$ cat src/rtl/enemy_scheduler.sv
// Enemy slot array for the shooter: frame-timed spawning, descent, hit retirement, score and level.
// Optional build macro SCHED_BURST_EN lets each spawn attempt fill up to two free slots.
module enemy_scheduler #(
  parameter int          N_ENEMY         = 8,
  parameter int          SPAWN_PERIOD    = 60,
  parameter int          STEP_INIT       = 1,
  parameter int          STEP_MAX        = 4,
  parameter int          KILLS_PER_LEVEL = 10,
  parameter logic [15:0] LFSR_SEED       = 16'hACE1
) (
  input  logic                       clk,
  input  logic                       reset_n,
  input  logic                       start,
  input  logic                       gameover,
  input  logic                       frame_tick,
  input  logic [N_ENEMY-1:0]         hit,
  output logic [N_ENEMY-1:0]         enemy_alive,
  output logic [N_ENEMY-1:0][9:0]    enemy_x,
  output logic [N_ENEMY-1:0][8:0]    enemy_y,
  output logic [2:0]                 step,
  output logic [15:0]                score,
  output logic                       running
);

  typedef enum logic [1:0] {
    S_IDLE   = 2'd0,
    S_RUN    = 2'd1,
    S_FREEZE = 2'd2
  } state_t;

  localparam logic [15:0]        SPAWN_LAST = 16'(SPAWN_PERIOD - 1);
  localparam logic [15:0]        KPL        = 16'(KILLS_PER_LEVEL);
  localparam logic [2:0]         STEP_START = 3'(STEP_INIT);
  localparam logic [2:0]         STEP_TOP   = 3'(STEP_MAX);
  localparam logic [N_ENEMY-1:0] ONE_V      = {{(N_ENEMY-1){1'b0}}, 1'b1};

  state_t                    state_r, state_s;
  logic [N_ENEMY-1:0]        alive_r, alive_s;
  logic [N_ENEMY-1:0][9:0]   x_r, x_s;
  logic [N_ENEMY-1:0][8:0]   y_r, y_s;
  logic [2:0]                step_r, step_s;
  logic [15:0]               score_r, score_s;
  logic [15:0]               kill_cnt_r, kill_cnt_s;
  logic [15:0]               spawn_cnt_r, spawn_cnt_s;
  logic [15:0]               lfsr_r, lfsr_s;
  logic                      running_r;
  logic [N_ENEMY-1:0]        kill_s, free_s, first_s, spawn_mask_s;
  logic [15:0]               kill_num_s, kill_sum_s;
  logic [16:0]               score_sum_s;
  logic [9:0]                x_lo_s, x_hi_s;
`ifdef SCHED_BURST_EN
  logic [N_ENEMY-1:0]        rest_s, second_s;
`endif

  // Galois form of x^16+x^14+x^13+x^11+1, shifting right.
  function automatic logic [15:0] lfsr_next(input logic [15:0] v);
    lfsr_next = {1'b0, v[15:1]} ^ (v[0] ? 16'hB400 : 16'h0000);
  endfunction

  function automatic logic [15:0] popcount(input logic [N_ENEMY-1:0] v);
    logic [15:0] c;
    c = 16'd0;
    for (int i = 0; i < N_ENEMY; i++) begin
      c = c + {15'd0, v[i]};
    end
    return c;
  endfunction

  function automatic logic [8:0] descend(input logic [8:0] y, input logic [2:0] s);
    logic [9:0] sum;
    sum = {1'b0, y} + {7'd0, s};
    return sum[9] ? 9'd511 : sum[8:0];
  endfunction

  // Spawn candidates, chosen from occupancy before this cycle's hits.
  always_comb begin
    free_s  = ~alive_r;
    first_s = free_s & (~free_s + ONE_V);
`ifdef SCHED_BURST_EN
    rest_s       = free_s & ~first_s;
    second_s     = rest_s & (~rest_s + ONE_V);
    spawn_mask_s = first_s | second_s;
`else
    spawn_mask_s = first_s;
`endif
  end

  // Next-state and datapath update.
  always_comb begin
    state_s     = state_r;
    alive_s     = alive_r;
    x_s         = x_r;
    y_s         = y_r;
    step_s      = step_r;
    score_s     = score_r;
    kill_cnt_s  = kill_cnt_r;
    spawn_cnt_s = spawn_cnt_r;
    lfsr_s      = lfsr_next(lfsr_r);
    kill_s      = hit & alive_r;
    kill_num_s  = popcount(kill_s);
    kill_sum_s  = kill_cnt_r + kill_num_s;
    score_sum_s = {1'b0, score_r} + {1'b0, kill_num_s};
    x_lo_s      = {1'b0, lfsr_r[8:0]} + 10'd48;
    x_hi_s      = {1'b0, lfsr_r[15:7]} + 10'd48;
    case (state_r)
      S_IDLE, S_FREEZE: begin
        if (start) begin
          state_s     = S_RUN;
          alive_s     = '0;
          x_s         = '0;
          y_s         = '0;
          step_s      = STEP_START;
          score_s     = 16'd0;
          kill_cnt_s  = 16'd0;
          spawn_cnt_s = 16'd0;
        end else begin
          state_s = state_r;
        end
      end
      S_RUN: begin
        if (gameover) begin
          state_s = S_FREEZE;
        end else begin
          alive_s = alive_r & ~kill_s;
          if (frame_tick) begin
            // A same-cycle hit beats movement; freshly spawned slots do not move.
            for (int i = 0; i < N_ENEMY; i++) begin
              if (alive_r[i] && !kill_s[i]) begin
                y_s[i] = descend(y_r[i], step_r);
              end else begin
                y_s[i] = y_r[i];
              end
            end
            if (spawn_cnt_r == SPAWN_LAST) begin
              spawn_cnt_s = 16'd0;
              for (int i = 0; i < N_ENEMY; i++) begin
                if (spawn_mask_s[i]) begin
                  alive_s[i] = 1'b1;
                  y_s[i]     = 9'd0;
                  x_s[i]     = first_s[i] ? x_lo_s : x_hi_s;
                end else begin
                  x_s[i] = x_r[i];
                end
              end
            end else begin
              spawn_cnt_s = spawn_cnt_r + 16'd1;
            end
          end else begin
            spawn_cnt_s = spawn_cnt_r;
          end
          score_s = score_sum_s[16] ? 16'hFFFF : score_sum_s[15:0];
          if (kill_sum_s >= KPL) begin
            kill_cnt_s = kill_sum_s - KPL;
            step_s     = (step_r < STEP_TOP) ? step_r + 3'd1 : step_r;
          end else begin
            kill_cnt_s = kill_sum_s;
          end
        end
      end
      default: begin
        state_s = S_IDLE;
      end
    endcase
  end

  // State and output registers.
  always_ff @(posedge clk or negedge reset_n) begin
    if (!reset_n) begin
      state_r     <= S_IDLE;
      alive_r     <= '0;
      x_r         <= '0;
      y_r         <= '0;
      step_r      <= STEP_START;
      score_r     <= 16'd0;
      kill_cnt_r  <= 16'd0;
      spawn_cnt_r <= 16'd0;
      lfsr_r      <= LFSR_SEED;
      running_r   <= 1'b0;
    end else begin
      state_r     <= state_s;
      alive_r     <= alive_s;
      x_r         <= x_s;
      y_r         <= y_s;
      step_r      <= step_s;
      score_r     <= score_s;
      kill_cnt_r  <= kill_cnt_s;
      spawn_cnt_r <= spawn_cnt_s;
      lfsr_r      <= lfsr_s;
      running_r   <= (state_s == S_RUN);
    end
  end

  assign enemy_alive = alive_r;
  assign enemy_x     = x_r;
  assign enemy_y     = y_r;
  assign step        = step_r;
  assign score       = score_r;
  assign running     = running_r;

endmodule

$ cat config.mk
export PLATFORM = sky130hd
export DESIGN_NAME = enemy_scheduler
export DESIGN_NICKNAME = d
export VERILOG_FILES = /design/src/rtl/enemy_scheduler.sv
export SDC_FILE = /design/constraint.sdc
export NUM_CORES = 1
export LEC_CHECK = 0
export CORE_MARGIN = 4
export CORE_UTILIZATION = 40
export CTS_CLUSTER_SIZE = 24
export DETAILED_ROUTE_END_ITERATION = 8
export PLACE_DENSITY = 0.68
export SLEW_MARGIN = 20
export SYNTH_ARGS = -nofsm -noshare
export SYNTH_HDL_FRONTEND = slang
export SYNTH_SLANG_ARGS = --single-unit
$ cat constraint.sdc
create_clock -name clk -period 5.8 [get_ports clk]
set_input_delay 0.58 -clock clk [delete_from_list [all_inputs] [get_ports clk]]
set_output_delay 0.58 -clock clk [all_outputs]
set_load 0.05 [all_outputs]
==> run summary, run 1 <==
First-pass DRT Iterations - 5
Leak pwr - 7.09 nW
Syn nets - 1404
Initial antenna violation count - 0
Slew headroom - 0.418
Register bit total from synthesis - 230
Gr usage total - 0.212
Drt drc - 0
Clock sinks - 230
Row cnt - 64
Post-CTS Hold Fix Bufs - 0
Tmin final - 5.62 ns
Post-synth cell types - 74
Outcome - completed
PnR worst setup slack - 0.182 ns
IO Pins - 193
Routed WL - 36500 µm
Most common cell after layout, fill and taps aside - dfrtp_1
Most area-consuming cells after synthesis - dfrtp_1, o21ai_0, nand2_1
Post-synthesis sequential area ratio - 0.465
Setup Skew - 0.0222 ns
GRT Max-Usage Layer - met2
Core area - 30600 µm²
Routed len/inst - 18.2 µm
Critical Setup Path Class - flip-flop to flip-flop
CTS Buffer Depth - 3
Worst Path Required - 6.22 ns
Antenna viol nets, final - 0
VDD IR max - 0.000241 V
Fin. max-slew vios - 0
DR vias/cell - 5.55
First-pass GRT wire length - 58600 µm
Yosys top cell area share - 0.446
Post-layout nets - 1656
Clock Root Buffer - clkbuf_16
Die Wd - 184 µm
Critical Path Start Type - flip-flop
CP Capture Type - flip-flop
Final period utilization - 0.969
Largest net degree at the start of global routing - 135
Grt met2 use - 0.342
GR Overflow Total - 0
DIE AREA - 33900 µm²
Gpl congestion - 0.883
Detail Placement HPWL - 25900 µm
Critical path arrival - 6.03 ns
CTS H-Tree Depth - 1
Maxcap violations - 0
Number of global-route vias before repair - 10800
Minimum hold slack - 0.0408 ns
Post-Syn Area - 12400 µm²
Starting density of the core - 0.405
Initial DRC Count - 874
Mean Syn Cell Area - 9.27 µm²
Fmax - 178 MHz
Final hold violations - 0
DIE HEIGHT - 184 µm
PortBufs - 192
Overall via count from detail_route - 11100
# setup viols final - 0
M3 GR Usage - 0.0352
Most frequent cells in the layout - dfrtp_1, clkdlybuf4s50_1, nand2_1
Inserted Diodes - 0
PD cells - 345 nW/µm²
Area growth syn-to-layout - 30.8%
Layout cells sized above 1 - 0.112
Skew-Pair Late Insertion Delay - 0.54 ns
Met1 layer usage reported by global route - 0.296
Post-synth EDFFs - 0
Yosys Warn Count - 0
Inserted Clock Buffers - 26
Worst-path maximum fanout - 5
Place WS - -0.727 ns
Clk pin slew, worst setup/hold paths - 0.06 ns
Mapped Cells - 1338
CTS tree - yes
Synth area leader - dfrtp_1
Async SR Flop Fraction - 1.00
Actual slew at the worst max-slew pin - 0.869 ns
Primary FF master, synth - dfrtp_1
Hold WC Path Type - input pin to async pin
where the power goes:
group / total, mW / internal [mW] / switching [mW] / leakage [nW]
Combinational: 1.93 / 0.797 / 1.13 / 3.50
Sequential: 1.94 / 1.74 / 0.204 / 3.14
Clock: 1.72 / 1.06 / 0.662 / 0.448
Total: 5.59 / 3.60 / 2.00 / 7.09
cell usage after synthesis (21+ instances only):
cell      instances
a31oi_1          23
nor2b_1          22
nand3_1          48
xor2_1           21
o21ai_0         159
a21oi_1          93
ha_1             39
and3_1           23
inv_1            66
nand2_1         161
nor2_1          110
dfrtp_1         221
clkbuf_1         34
a22o_1           28
cell type report:
type                    count  area (µm²)
clock buffers              36         778
clock inverters             6         130
fillers                  2752       14400
inverters                  66         248
multi-input cells         997        6280
flip-flops and latches    230        5770
well taps                 396         495
repair buffers            269        2520
critical path, stage by stage (launching register included):
cell	delay, ns
dfrtp_2	0.40
and2_4	0.15
fa_1	0.53
inv_1	0.05
fa_1	0.48
fa_1	0.52
inv_1	0.04
ha_1	0.20
fa_1	0.52
inv_1	0.07
fa_2	0.38
nand2b_4	0.20
a2111oi_4	0.40
buf_4	0.19
xnor2_1	0.12
nand4_1	0.15
a211oi_4	0.31
buf_4	0.18
a221oi_2	0.06
xor2_1	0.18
a21o_1	0.19
a21o_1	0.17
repair_timing:
item | 4_1_cts | 5_1_grt
pin swaps | 4 | 5
endpoints found under the setup margin | 16 | 17
resized for setup | 8 | 11
setup buffers | 3 | 4
registers in the layout, indices dropped and copies added (netlist names):
register	flops
step	3
score	16
running	1
state_r	2
enemy_x	80
enemy_y	72
lfsr_r	16
enemy_alive	8
spawn_cnt_r	16
kill_cnt_r	16
cell families (layout without fill, tap and decap cells):
family | after synthesis | count (layout) | synth area share
flip-flops | 230 | 230 | 0.465
buffers and inverters | 111 | 377 | 0.0356
XOR/XNOR | 40 | 40 | 0.0283
AO/OA/AOI/OAI | 409 | 409 | 0.205
multiplexers | 25 | 25 | 0.0220
AND/OR/NAND/NOR | 470 | 470 | 0.182
adder cells (fa/ha/maj) | 53 | 53 | 0.0620
final timing paths:
| path | from | end | slack (ns) | cells past startpoint |
|---|---|---|---|---|
| hold reg to reg | lfsr_r[9] | lfsr_r[8] | 0.35 | 0 |
| min in group clk | lfsr_r[9] | lfsr_r[8] | 0.35 | 0 |
| hold / removal | reset_n | enemy_x[61] | 0.04 | 1 |
| setup / recovery | enemy_alive[3] | kill_cnt_r[6] | 0.18 | 21 |
| setup reg to reg | enemy_alive[3] | kill_cnt_r[6] | 0.18 | 21 |
| max in group asynchronous | reset_n | enemy_alive[3] | 4.47 | 2 |
per-layer routing:
metal / wire length, µm / up-vias
li1: - / 5284
met1: 16000 / 5417
met2: 17200 / 342
met3: 2280 / 64
met4: 952 / 0
met5: 0 / -
through the flow:
stage	setup TNS (ns)	cell area (µm²)	utilization	cells	total power, mW
finish	0	16200	0.530	2000	5.59
global route	-0.0222	16200	0.530	2000	5.90
CTS	0	16100	0.527	1996	5.55
detailed placement	-11.17	15200	0.496	1951	3.75
global placement	-9.29	15200	0.496	1951	3.71
floorplan	0	12400	-	1338	3.11
(Power assumes the default switching activity.)
==> inputs of run 2 (changes only) <==
- PLACE_DENSITY: 0.68 -> unset
- REMOVE_ABC_BUFFERS: unset -> 1
==> run 2 against run 1 <==
  * Hold slack better by 0.074 ns
  * Sequential share of layout area shrank 0.11 points
  * Final cell count increased by 0.50%
  * Critical endpoint is now kill_cnt_r[15]
==> run summary, run 2 (synthesis gave the netlist of run 1 again) <==
Clock Root Buffer - clkbuf_16
Area growth syn-to-layout - 31.2%
Skew-Pair Late Insertion Delay - 0.54 ns
Worst-path maximum fanout - 7
Actual slew at the worst max-slew pin - 0.989 ns
PnR worst setup slack - 0.141 ns
Power, Total - 5.55 mW
Most frequent cells in the layout - dfrtp_1, clkdlybuf4s50_1, nand2_1
CTS Buffer Depth - 3
Final hold violations - 0
Row cnt - 64
PortBufs - 192
DIE AREA - 33900 µm²
Initial DRC Count - 697
DR vias/cell - 5.41
Fillers - 2839
GR Overflow Total - 0
Maxcap violations - 0
CP Capture Type - flip-flop
CTS H-Tree Depth - 1
Post-layout nets - 1660
First-pass GRT wire length - 58600 µm
Core area - 30600 µm²
Routed len/inst - 18.4 µm
Critical Path Start Type - input pin
Outcome - completed
Initial antenna violation count - 0
FF-to-FF Start - enemy_alive[0]
Inserted Clock Buffers - 27
Die Wd - 184 µm
Largest net degree at the start of global routing - 127
Clock sinks - 230
First-pass DRT Iterations - 5
Post-CTS Hold Fix Bufs - 0
Overall via count from detail_route - 10900
Drt drc - 0
Slew headroom - 0.341
Setup crit start - hit[1]
PD cells - 341 nW/µm²
Most common cell after layout, fill and taps aside - dfrtp_1
Number of global-route vias before repair - 10500
Inserted Diodes - 0
DIE HEIGHT - 184 µm
Starting density of the core - 0.405
IO Pins - 193
Critical path arrival - 6.08 ns
Critical Setup Path Class - input pin to flip-flop
Fin. max-slew vios - 0
Gpl congestion - 0.879
Fin cells - 2010
Worst Path Required - 6.22 ns
VDD IR max - 0.000495 V
Placed insts - 1958
Setup Skew - 0.0177 ns
Setup TNS - 0 ns
Layout cells sized above 1 - 0.115
Gr usage total - 0.213
# setup viols final - 0
Tmin final - 5.66 ns
CTS tree - yes
Detail Placement HPWL - 26400 µm
Fin util - 0.532
Hold WC Path Type - input pin to async pin
Leak pwr - 7.09 nW
Place WS - -0.667 ns
Fmax - 177 MHz
Final period utilization - 0.976
Routed WL - 36900 µm
Number of flip-flops in the largest register - 80
Clk pin slew, worst setup/hold paths - 0.06 ns
Antenna viol nets, final - 0
-- run 2: cell types whose count changed in the layout (fill, tap and decap cells not counted), sizes merged, moves of 2 or more --
| cell | change |
|---|---|
| buf | +3 |
| clkbuf | +6 |
| clkdlybuf4s50 | +2 |
| inv | +2 |
-- run 2: final timing paths --
kind,to,slack (ns),depth (start not counted)
max,kill_cnt_r[15],0.14,21
min,enemy_y[32],0.11,1
max reg2reg,kill_cnt_r[15],0.17,20
min reg2reg,lfsr_r[8],0.35,0
max in group asynchronous,score[0],4.47,2
min in group clk,lfsr_r[8],0.35,0
-- run 2: power by group --
part	internal [mW]	switching [mW]
Clock	1.02	0.676
Sequential	1.74	0.198
Combinational	0.782	1.13
Total	3.54	2.01
-- run 2: layout make-up --
type                    count  area [µm²]  area share
flip-flops and latches    230        5770       0.354
clock inverters             7        96.3     0.00592
inverters                  66         248      0.0152
repair buffers            272        2550       0.157
well taps                 396         495      0.0305
clock buffers              42         792      0.0487
multi-input cells         997        6320       0.388
-- run 2: critical path, stage by stage --
cell and delay [ns]:
clkdlybuf4s50_1 0.42, and2_4 0.17, fa_1 0.56, inv_1 0.07
fa_1 0.45, fa_1 0.52, inv_2 0.05, ha_4 0.16
fa_2 0.57, inv_1 0.06, fa_2 0.35, nand2b_4 0.19
a211oi_4 0.37, and3_4 0.26, o32a_1 0.23, a211oi_4 0.08
buf_4 0.15, a2111oi_4 0.39, mux2i_1 0.22, a21boi_2 0.16
nand2_1 0.05
-- run 2: metrics by stage --
stage / cell area (µm²) / hold WS, ns
after floorplan: 12200 / 0.284
after global placement: 15200 / 0.333
after detailed placement: 15200 / 0.338
after CTS: 16200 / 0.134
after global routing: 16300 / 0.163
final: 16300 / 0.115
-- run 2: per-layer routing --
metal / track usage / part of all wire
met5: 0 / 0
met4: 0.0479 / 0.021
met3: 0.0269 / 0.044
met2: 0.355 / 0.48
met1: 0.299 / 0.45
-- run 2: timing repair --
action,CTS,global route
pin swaps,4,10
cloned,0,0
setup endpoints to repair,6,18
gates resized for setup,8,16
buffers inserted,1,2
==> inputs of run 3 (changes only) <==
- CTS_CLUSTER_SIZE: 24 -> unset
==> results of run 3 <==
No change in the layout: final DEF, timing and power equal those of run 2.
